[config.mk]
export PLATFORM = sky130hd
export DESIGN_NAME = csi2tx_dphy_clk_lane_lp_txr_flat
export DESIGN_NICKNAME = d
export VERILOG_FILES = /design/src/rtl/csi2tx_dphy_clk_lp_tx_pkg.sv /design/src/rtl/csi2tx_dphy_clk_lane_lp_txr_if.sv /design/src/rtl/csi2tx_dphy_lp_timer.sv /design/src/rtl/csi2tx_dphy_clk_lane_lp_txr.sv /design/src/flat_wrapper.sv
export SDC_FILE = /design/constraint.sdc
export NUM_CORES = 1
export LEC_CHECK = 0
export ABC_AREA = 1
export CAP_MARGIN = 20
export CORE_MARGIN = 2
export CORE_UTILIZATION = 35
export DETAILED_ROUTE_END_ITERATION = 12
export PLACE_DENSITY = 0.51
export SYNTH_ARGS = -nofsm -noshare
export SYNTH_HDL_FRONTEND = slang
export SYNTH_SLANG_ARGS = --single-unit
export TNS_END_PERCENT = 50
[constraint.sdc]
create_clock -name txclkesc -period 2.56 [get_ports txclkesc]
set_input_delay 0.512 -clock txclkesc [delete_from_list [all_inputs] [get_ports txclkesc]]
set_output_delay 0.512 -clock txclkesc [all_outputs]
set_load 0.005 [all_outputs]
[src/rtl/csi2tx_dphy_clk_lp_tx_pkg.sv]
// csi2tx_dphy_clk_lp_tx_pkg: shared types and constants for the D-PHY
// clock-lane LP transmitter.
// Holds the 4-bit state encoding, LP line levels {cp,cn}, default timings
// and the registered output bundle.
// ULPS states exist only when CSI2TX_DPHY_CLK_ULPS_EN is defined.
package csi2tx_dphy_clk_lp_tx_pkg;

   typedef enum logic [3:0] {
      ST_STOP      = 4'd0,
      ST_HS_RQST   = 4'd1,
      ST_HS_PREP   = 4'd2,
      ST_HS_ZERO   = 4'd3,
      ST_HS_PRE    = 4'd4,
      ST_HS_ACTIVE = 4'd5,
      ST_HS_POST   = 4'd6,
      ST_HS_TRAIL  = 4'd7,
      ST_HS_EXIT   = 4'd8
`ifdef CSI2TX_DPHY_CLK_ULPS_EN
      ,
      ST_ULPS_RQST = 4'd9,
      ST_ULPS      = 4'd10,
      ST_ULPS_WAKE = 4'd11
`endif
   } clk_lp_state_t;

   // LP line levels packed as {cp, cn}
   localparam logic [1:0] LP11 = 2'b11;
   localparam logic [1:0] LP10 = 2'b10;
   localparam logic [1:0] LP01 = 2'b01;
   localparam logic [1:0] LP00 = 2'b00;

   localparam int unsigned DEF_T_LPX         = 2;
   localparam int unsigned DEF_T_CLK_PREPARE = 2;
   localparam int unsigned DEF_T_CLK_ZERO    = 8;
   localparam int unsigned DEF_T_CLK_PRE     = 2;
   localparam int unsigned DEF_T_CLK_POST    = 4;
   localparam int unsigned DEF_T_CLK_TRAIL   = 2;
   localparam int unsigned DEF_T_HS_EXIT     = 4;
   localparam int unsigned DEF_T_WAKEUP      = 16;
   localparam int          DEF_CNT_W         = 16;

   typedef struct packed {
      logic [1:0] lp;
      logic       lp_en;
      logic       hs_en;
      logic       clk_en;
      logic       clk_rdy;
      logic       stop;
      logic       ulpsn;
   } clk_lp_out_t;

   localparam clk_lp_out_t OUT_RST = '{
      lp:      LP11,
      lp_en:   1'b1,
      hs_en:   1'b0,
      clk_en:  1'b0,
      clk_rdy: 1'b0,
      stop:    1'b1,
      ulpsn:   1'b1
   };

endpackage

[src/rtl/csi2tx_dphy_clk_lane_lp_txr_if.sv]
// csi2tx_dphy_clk_lane_lp_txr_if: PPI requests from the controller and
// line/driver controls back from the clock-lane LP transmitter.
// Modport master = PPI/controller side, slave = the lane FSM.
interface csi2tx_dphy_clk_lane_lp_txr_if;

   logic txrequesths;
   logic txulpsclk;
   logic txulpsexit;
   logic lp_tx_cp_clk;
   logic lp_tx_cn_clk;
   logic lp_tx_cntrl_clk;
   logic hs_tx_cntrl_clk;
   logic hs_clk_en;
   logic hs_clk_ready;
   logic stopstate;
   logic ulpsactivenot;

   modport master (
      output txrequesths, txulpsclk, txulpsexit,
      input  lp_tx_cp_clk, lp_tx_cn_clk,
      input  lp_tx_cntrl_clk, hs_tx_cntrl_clk,
      input  hs_clk_en, hs_clk_ready,
      input  stopstate, ulpsactivenot
   );

   modport slave (
      input  txrequesths, txulpsclk, txulpsexit,
      output lp_tx_cp_clk, lp_tx_cn_clk,
      output lp_tx_cntrl_clk, hs_tx_cntrl_clk,
      output hs_clk_en, hs_clk_ready,
      output stopstate, ulpsactivenot
   );

endinterface

[src/rtl/csi2tx_dphy_lp_timer.sv]
// csi2tx_dphy_lp_timer: loadable down-counter, saturating at zero.
// Ports: txclkesc/txescclk_rst, load + load_val, count, done (count == 0).
module csi2tx_dphy_lp_timer #(
   parameter int CNT_W = 16
) (
   input  logic             txclkesc,
   input  logic             txescclk_rst,
   input  logic             load,
   input  logic [CNT_W-1:0] load_val,
   output logic [CNT_W-1:0] count,
   output logic             done
);

   logic [CNT_W-1:0] cnt_q;

   always_ff @(posedge txclkesc or posedge txescclk_rst) begin
      if (txescclk_rst) begin
         cnt_q <= '0;
      end else if (load) begin
         cnt_q <= load_val;
      end else if (cnt_q != '0) begin
         cnt_q <= cnt_q - CNT_W'(1);
      end
   end

   assign count = cnt_q;
   assign done  = (cnt_q == '0);

endmodule

[src/rtl/csi2tx_dphy_clk_lane_lp_txr.sv]
// csi2tx_dphy_clk_lane_lp_txr: D-PHY clock-lane LP transmitter FSM.
// Ports: txclkesc, txescclk_rst (async, high), master, ppi (slave modport:
// PPI requests in; LP cp/cn, LP/HS driver enables, hs_clk_en,
// hs_clk_ready, stopstate, ulpsactivenot out).
// Define CSI2TX_DPHY_CLK_ULPS_EN to build the ULPS entry/exit path.
module csi2tx_dphy_clk_lane_lp_txr
   import csi2tx_dphy_clk_lp_tx_pkg::*;
#(
   parameter int unsigned T_LPX         = DEF_T_LPX,
   parameter int unsigned T_CLK_PREPARE = DEF_T_CLK_PREPARE,
   parameter int unsigned T_CLK_ZERO    = DEF_T_CLK_ZERO,
   parameter int unsigned T_CLK_PRE     = DEF_T_CLK_PRE,
   parameter int unsigned T_CLK_POST    = DEF_T_CLK_POST,
   parameter int unsigned T_CLK_TRAIL   = DEF_T_CLK_TRAIL,
   parameter int unsigned T_HS_EXIT     = DEF_T_HS_EXIT,
   parameter int unsigned T_WAKEUP      = DEF_T_WAKEUP,
   parameter int          CNT_W         = DEF_CNT_W
) (
   input logic                          txclkesc,
   input logic                          txescclk_rst,
   input logic                          master,
   csi2tx_dphy_clk_lane_lp_txr_if.slave ppi
);

   clk_lp_state_t    st_q, st_d;
   clk_lp_out_t      out_q, out_d;
   logic             tmr_load, tmr_done;
   logic [CNT_W-1:0] tmr_val, tmr_cnt_unused;

   // Timer preload for the state being entered; untimed states load 0.
   function automatic logic [CNT_W-1:0] tload(clk_lp_state_t s);
      unique case (s)
         ST_HS_RQST:   return CNT_W'(T_LPX - 1);
         ST_HS_PREP:   return CNT_W'(T_CLK_PREPARE - 1);
         ST_HS_ZERO:   return CNT_W'(T_CLK_ZERO - 1);
         ST_HS_PRE:    return CNT_W'(T_CLK_PRE - 1);
         ST_HS_POST:   return CNT_W'(T_CLK_POST - 1);
         ST_HS_TRAIL:  return CNT_W'(T_CLK_TRAIL - 1);
         ST_HS_EXIT:   return CNT_W'(T_HS_EXIT - 1);
`ifdef CSI2TX_DPHY_CLK_ULPS_EN
         ST_ULPS_RQST: return CNT_W'(T_LPX - 1);
         ST_ULPS_WAKE: return CNT_W'(T_WAKEUP - 1);
`endif
         default:      return '0;
      endcase
   endfunction

   always_comb begin
      st_d = st_q;
      unique case (st_q)
         ST_STOP: begin
            if (ppi.txrequesths) st_d = ST_HS_RQST;
`ifdef CSI2TX_DPHY_CLK_ULPS_EN
            else if (ppi.txulpsclk) st_d = ST_ULPS_RQST;
`endif
         end
         ST_HS_RQST:   if (tmr_done) st_d = ST_HS_PREP;
         ST_HS_PREP:   if (tmr_done) st_d = ST_HS_ZERO;
         ST_HS_ZERO:   if (tmr_done) st_d = ST_HS_PRE;
         ST_HS_PRE:    if (tmr_done) st_d = ST_HS_ACTIVE;
         ST_HS_ACTIVE: if (!ppi.txrequesths) st_d = ST_HS_POST;
         ST_HS_POST:   if (tmr_done) st_d = ST_HS_TRAIL;
         ST_HS_TRAIL:  if (tmr_done) st_d = ST_HS_EXIT;
         ST_HS_EXIT:   if (tmr_done) st_d = ST_STOP;
`ifdef CSI2TX_DPHY_CLK_ULPS_EN
         ST_ULPS_RQST: if (tmr_done) st_d = ST_ULPS;
         ST_ULPS:      if (ppi.txulpsexit) st_d = ST_ULPS_WAKE;
         // Mark held until both the wakeup time and the request drop.
         ST_ULPS_WAKE: if (tmr_done && !ppi.txulpsclk) st_d = ST_STOP;
`endif
         default:      st_d = ST_STOP;
      endcase
      if (!master) st_d = ST_STOP;
   end

   assign tmr_load = (st_d != st_q);
   assign tmr_val  = tload(st_d);

   // Outputs decoded from the next state so they align with st_q.
   always_comb begin
      out_d = '{
         lp:      LP11,
         lp_en:   1'b1,
         hs_en:   1'b0,
         clk_en:  1'b0,
         clk_rdy: 1'b0,
         stop:    1'b0,
         ulpsn:   1'b1
      };
      unique case (st_d)
         ST_STOP:    out_d.stop = 1'b1;
         ST_HS_RQST: out_d.lp   = LP01;
         ST_HS_PREP: out_d.lp   = LP00;
         ST_HS_ZERO, ST_HS_TRAIL: begin
            out_d.lp    = LP00;
            out_d.lp_en = 1'b0;
            out_d.hs_en = 1'b1;
         end
         ST_HS_PRE, ST_HS_POST: begin
            out_d.lp     = LP00;
            out_d.lp_en  = 1'b0;
            out_d.hs_en  = 1'b1;
            out_d.clk_en = 1'b1;
         end
         ST_HS_ACTIVE: begin
            out_d.lp      = LP00;
            out_d.lp_en   = 1'b0;
            out_d.hs_en   = 1'b1;
            out_d.clk_en  = 1'b1;
            out_d.clk_rdy = 1'b1;
         end
         ST_HS_EXIT: out_d.lp = LP11;
`ifdef CSI2TX_DPHY_CLK_ULPS_EN
         ST_ULPS_RQST: out_d.lp = LP10;
         ST_ULPS: begin
            out_d.lp    = LP00;
            out_d.ulpsn = 1'b0;
         end
         ST_ULPS_WAKE: begin
            out_d.lp    = LP10;
            out_d.ulpsn = 1'b0;
         end
`endif
         default: ;
      endcase
      if (!master) begin
         out_d.lp_en   = 1'b0;
         out_d.hs_en   = 1'b0;
         out_d.clk_en  = 1'b0;
         out_d.clk_rdy = 1'b0;
      end
   end

   always_ff @(posedge txclkesc or posedge txescclk_rst) begin
      if (txescclk_rst) begin
         st_q  <= ST_STOP;
         out_q <= OUT_RST;
      end else begin
         st_q  <= st_d;
         out_q <= out_d;
      end
   end

   csi2tx_dphy_lp_timer #(
      .CNT_W (CNT_W)
   ) u_timer (
      .txclkesc     (txclkesc),
      .txescclk_rst (txescclk_rst),
      .load         (tmr_load),
      .load_val     (tmr_val),
      .count        (tmr_cnt_unused),
      .done         (tmr_done)
   );

   assign ppi.lp_tx_cp_clk    = out_q.lp[1];
   assign ppi.lp_tx_cn_clk    = out_q.lp[0];
   // Reset cannot sample master, so the LP enable is qualified here.
   assign ppi.lp_tx_cntrl_clk = out_q.lp_en & master;
   assign ppi.hs_tx_cntrl_clk = out_q.hs_en;
   assign ppi.hs_clk_en       = out_q.clk_en;
   assign ppi.hs_clk_ready    = out_q.clk_rdy;
   assign ppi.stopstate       = out_q.stop;

`ifdef CSI2TX_DPHY_CLK_ULPS_EN
   assign ppi.ulpsactivenot = out_q.ulpsn;
`else
   localparam int unsigned unused_t_wakeup = T_WAKEUP;
   logic unused_ulps;
   assign unused_ulps = ^{ppi.txulpsclk, ppi.txulpsexit,
                          out_q.ulpsn};
   assign ppi.ulpsactivenot = 1'b1;
`endif

endmodule

[src/flat_wrapper.sv]
// flat-port wrapper written by rule: the top's interface ports become plain ports
module csi2tx_dphy_clk_lane_lp_txr_flat import csi2tx_dphy_clk_lp_tx_pkg::*;
#(
   parameter int unsigned T_LPX         = DEF_T_LPX,
   parameter int unsigned T_CLK_PREPARE = DEF_T_CLK_PREPARE,
   parameter int unsigned T_CLK_ZERO    = DEF_T_CLK_ZERO,
   parameter int unsigned T_CLK_PRE     = DEF_T_CLK_PRE,
   parameter int unsigned T_CLK_POST    = DEF_T_CLK_POST,
   parameter int unsigned T_CLK_TRAIL   = DEF_T_CLK_TRAIL,
   parameter int unsigned T_HS_EXIT     = DEF_T_HS_EXIT,
   parameter int unsigned T_WAKEUP      = DEF_T_WAKEUP,
   parameter int          CNT_W         = DEF_CNT_W
)
  (txclkesc, txescclk_rst, master, ppi_txrequesths, ppi_txulpsclk, ppi_txulpsexit, ppi_lp_tx_cp_clk, ppi_lp_tx_cn_clk, ppi_lp_tx_cntrl_clk, ppi_hs_tx_cntrl_clk, ppi_hs_clk_en, ppi_hs_clk_ready, ppi_stopstate, ppi_ulpsactivenot);
  csi2tx_dphy_clk_lane_lp_txr_if ppi_i ();
  input logic txclkesc;
  input logic txescclk_rst;
  input logic master;
  input wire logic [$bits(ppi_i.txrequesths)-1:0] ppi_txrequesths;
  input wire logic [$bits(ppi_i.txulpsclk)-1:0] ppi_txulpsclk;
  input wire logic [$bits(ppi_i.txulpsexit)-1:0] ppi_txulpsexit;
  output wire logic [$bits(ppi_i.lp_tx_cp_clk)-1:0] ppi_lp_tx_cp_clk;
  output wire logic [$bits(ppi_i.lp_tx_cn_clk)-1:0] ppi_lp_tx_cn_clk;
  output wire logic [$bits(ppi_i.lp_tx_cntrl_clk)-1:0] ppi_lp_tx_cntrl_clk;
  output wire logic [$bits(ppi_i.hs_tx_cntrl_clk)-1:0] ppi_hs_tx_cntrl_clk;
  output wire logic [$bits(ppi_i.hs_clk_en)-1:0] ppi_hs_clk_en;
  output wire logic [$bits(ppi_i.hs_clk_ready)-1:0] ppi_hs_clk_ready;
  output wire logic [$bits(ppi_i.stopstate)-1:0] ppi_stopstate;
  output wire logic [$bits(ppi_i.ulpsactivenot)-1:0] ppi_ulpsactivenot;
  assign ppi_i.txrequesths = ppi_txrequesths;
  assign ppi_i.txulpsclk = ppi_txulpsclk;
  assign ppi_i.txulpsexit = ppi_txulpsexit;
  assign ppi_lp_tx_cp_clk = ppi_i.lp_tx_cp_clk;
  assign ppi_lp_tx_cn_clk = ppi_i.lp_tx_cn_clk;
  assign ppi_lp_tx_cntrl_clk = ppi_i.lp_tx_cntrl_clk;
  assign ppi_hs_tx_cntrl_clk = ppi_i.hs_tx_cntrl_clk;
  assign ppi_hs_clk_en = ppi_i.hs_clk_en;
  assign ppi_hs_clk_ready = ppi_i.hs_clk_ready;
  assign ppi_stopstate = ppi_i.stopstate;
  assign ppi_ulpsactivenot = ppi_i.ulpsactivenot;
  csi2tx_dphy_clk_lane_lp_txr #(.T_LPX(T_LPX), .T_CLK_PREPARE(T_CLK_PREPARE), .T_CLK_ZERO(T_CLK_ZERO), .T_CLK_PRE(T_CLK_PRE), .T_CLK_POST(T_CLK_POST), .T_CLK_TRAIL(T_CLK_TRAIL), .T_HS_EXIT(T_HS_EXIT), .T_WAKEUP(T_WAKEUP), .CNT_W(CNT_W)) u_core (.txclkesc(txclkesc), .txescclk_rst(txescclk_rst), .master(master), .ppi(ppi_i));
endmodule
==> flow_metrics.py <==
metrics = {
    "setup_path": {
        "critPathBufInv": 4,
        "r2r_start": "u_core.u_timer.count[0]",
        "rr_endpoint": "u_core.u_timer.count[0]",
        "ff2ff_path_depth": 15,
        "crit_required_ps": 2050,
        "rrSetupSlack_ps": 360,
        "critPathSlowestCell": "clkdlybuf4s50_1",
        "cp_common_cell": "clkdlybuf4s50_1",
        "path_cells": "clkdlybuf4s50_1 -> buf_4 -> nand2_1 -> inv_1 -> clkdlybuf4s50_1",
        "critPathTopFamily": "buffers and inverters",
        "critPathMaxFanout": 10,
        "arrival_ps": 1760,
        "critPathCaptureType": "primary output",
        "worst_setup_path_start_kind": "input pin",
        "critical_path_class": "in2out",
        "slowest_delay_ps": 490,
    },
    "finish": {
        "drive_above_1_share_pct": 16.4,
        "final_cell_mix": "nand2_1 (46), inv_1 (33), nor2_1 (31), dfrtp_1 (23), nand3_1 (16)",
        "fillers": 459,
        "instances_no_fill": 278,
        "utilization_pct": 41.4,
        "syn2layout_area_growth_pct": 12.8,
        "fin_nets": 234,
        "diodes": 0,
        "final_common_cell": "nand2_1",
    },
    "min_path": {
        "holdPathStages": 2,
        "worst_hold_path.endpoint": "u_core.u_timer.count[1]",
        "hold_class": "reg2reg",
        "holdCritStartpoint": "u_core.u_timer.count[1]",
    },
    "timing": {
        "fin_setup_tns_ps": 0,
        "period_share_pct": 88.8,
        "fmax_ghz": 0.440,
        "worst_clock_skew_ps": 7.66,
        "min_period_ps": 2270,
        "slew_violations": 0,
        "hold_viol": 0,
        "rsz0062_at_grt": "no",
        "finalWorstSetupSlack_ps": 287,
        "setup_viol": 0,
    },
    "yosys": {
        "synth_top_family_by_area": "simple AND/OR/NAND/NOR gates",
        "synth_xor_xnor_area_share_pct": 5.99,
        "async_reset_ff_share_pct": 100,
        "synth-edff-count": 0,
        "synth.mux.area_fraction_pct": 0,
        "synth_fa_ha_area_share_pct": 0.778,
        "synth_compound_area_share_pct": 3.89,
        "yosysUniqueCellTypes": 27,
        "syn_area_per_cell_um2": 7.55,
        "yosys_warnings": 0,
        "synth-main-ff-cell": "dfrtp_1",
        "yosys_register_bits": 27,
        "syn_inst": 213,
        "synth_simple_gate_area_share_pct": 37.7,
        "syn-num-nets": 220,
        "yosysSeqAreaShare_pct": 42.3,
        "synth.cell_area_mm2": 0.00161,
    },
    "clocking": {
        "cts_tree": "built",
        "cts.clk_slew.worst_paths_ps": 90,
        "clk-insertion-delay-late_ps": 290,
        "cts-root-buf": "clkbuf_8",
        "clkSinkCount": 27,
        "htree_levels": 1,
        "cts_resized": 0,
        "hold_buffers": 0,
        "clk_path_buf_depth": 2,
        "cts_setup_buffers": 0,
        "numCtsBuffers": 3,
    },
    "pwr": {
        "sw_frac_of_total_pct": 45.6,
        "leakagePower_uw": 0.000957,
        "power_frac_clock_pct": 13.6,
        "p_switching_uw": 873,
        "p_int_uw": 1040,
        "comb_power_share_pct": 52.7,
        "peakVddDrop_uv": 324,
        "pwr_density_cell_mw_per_mm2": 1050,
        "p_seq_share_pct": 33.8,
    },
    "place": {
        "port_buffers": 10,
        "dp_hpwl_mm": 2.41,
        "gp_congestion": 0.769,
        "preCtsSetupSlack_ps": 140,
        "dpl.cell_count": 274,
    },
    "floorplanning": {
        "coreArea_mm2": 0.00438,
        "rows": 24,
        "die_x_um": 71.8,
        "floorplan.initialDensity_pct": 36.7,
        "pin_count": 14,
        "die_y_um": 71.8,
        "die_area_mm2": 0.00516,
    },
    "grt": {
        "first_global_vias": 1232,
        "grt_pass1_wl_mm": 5.82,
        "grt_max_degree": 28,
        "grt.overflow.total": 0,
        "grt_usage_pct": 14.6,
        "antenna_found_initial": 0,
    },
    "detailed_routing": {
        "drt-initial-drc-count": 31,
        "vias": 1286,
        "dr.pass1.iters": 4,
        "routed_wl_mm": 3.18,
        "post-route-drc-count": 0,
        "viasPerCell": 4.63,
        "post_drt_wl_per_cell_um": 11.4,
        "route.antenna.remaining_nets": 0,
    },
    "flow_run": {
        "drv_cap": 0,
    },
    "outcome": {
        "status": "finished, final reports clean",
    },
}
worst reg2reg max path, delay by kind of cell (launching register included):
family          cells  cell delay, ps
flops               1             370
compound gates      1              90
simple gates       12            1310
fa+ha+maj           1             200
buf+inv             1             110
metal layers:
| metal | track usage [%] | vias to the layer above | wire length [µm] |
|---|---|---|---|
| met2 | 22.5 | 14 | 1430 |
| met1 | 20.2 | 597 | 1600 |
| met5 | 0 | - | 0 |
| met3 | 2.53 | 5 | 88 |
| met4 | 6.29 | 0 | 60 |
| li1 | - | 670 | - |
stage by stage:
stage	cell area (µm²)	total power (µW)	hold WS, ps
2_1_floorplan	1610	1480	498
3_3_place_gp	1770	1680	536
3_5_place_dp	1770	1680	545
4_1_cts	1820	1950	569
5_1_grt	1820	2140	579
6_report	1820	1910	564
worst max path at each step:
stage | slack, ps | to | cells after the start | from
detailed placement | 140 | u_core.u_timer.count[0] | 10 | master
finish | 290 | ppi_lp_tx_cntrl_clk | 5 | master
floorplan | 730 | u_core.u_timer.count[15] | 15 | u_core.u_timer.count[0]
CTS | 280 | ppi_lp_tx_cntrl_clk | 5 | master
global route | 130 | u_core.u_timer.count[0] | 15 | u_core.u_timer.count[0]
global placement | 200 | u_core.u_timer.count[0] | 10 | master
flip-flops by register name, summed over array words and instances (netlist names):
| name | flops |
|---|---|
| u_core.ppi.lp_tx_cp_clk | 1 |
| u_core.ppi.hs_tx_cntrl_clk | 1 |
| u_core.out_q | 1 |
| u_core.ppi.lp_tx_cn_clk | 1 |
| u_core.ppi.hs_clk_ready | 1 |
| u_core.ppi.hs_clk_en | 1 |
| u_core.ppi.stopstate | 1 |
| u_core.st_q | 4 |
| u_core.u_timer.count | 16 |
Yosys cell counts, types with 2 or more instances:
library cell	number	share of area [%]
a21oi_1	5	1.6
nor2_1	31	7.2
nor2_2	11	4.3
nand3_1	16	5.0
nand2_4	2	1.4
nand4_1	2	0.78
or2_2	2	0.78
dfrtp_1	23	36
dfstp_2	4	6.5
xor2_1	8	4.4
nand2_1	46	11
nor3_1	2	0.62
nor2_4	3	2.1
o21ai_0	5	1.6
nand2_2	7	2.7
inv_1	33	7.7
xnor2_1	3	1.6
area by class of cell:
| type | instances | area (µm²) | area share [%] |
|---|---|---|---|
| Clock inverter | 1 | 7.51 | 0.414 |
| Sequential cell | 27 | 681 | 37.5 |
| Multi-Input combinational cell | 150 | 782 | 43.1 |
| Tap cell | 52 | 65.1 | 3.58 |
| Clock buffer | 3 | 41.3 | 2.27 |
| Inverter | 33 | 124 | 6.82 |
| Timing Repair Buffer | 12 | 115 | 6.34 |
kinds of logic after synthesis:
family          count (synthesis)
other cells                     1
fa+ha+maj                       1
buf+inv                        36
flops                          27
simple gates                  125
xor+xnor                       11
compound gates                 12
power by group through the flow:
stage	combinational (µW)	sequential [µW]	clock (µW)
final	1010	646	260
after detailed placement	1030	655	0
after CTS	1030	647	271
after global routing	1190	662	291
after floorplan	849	634	0
after global placement	1020	655	0
Power figures use the tool's default switching activity.
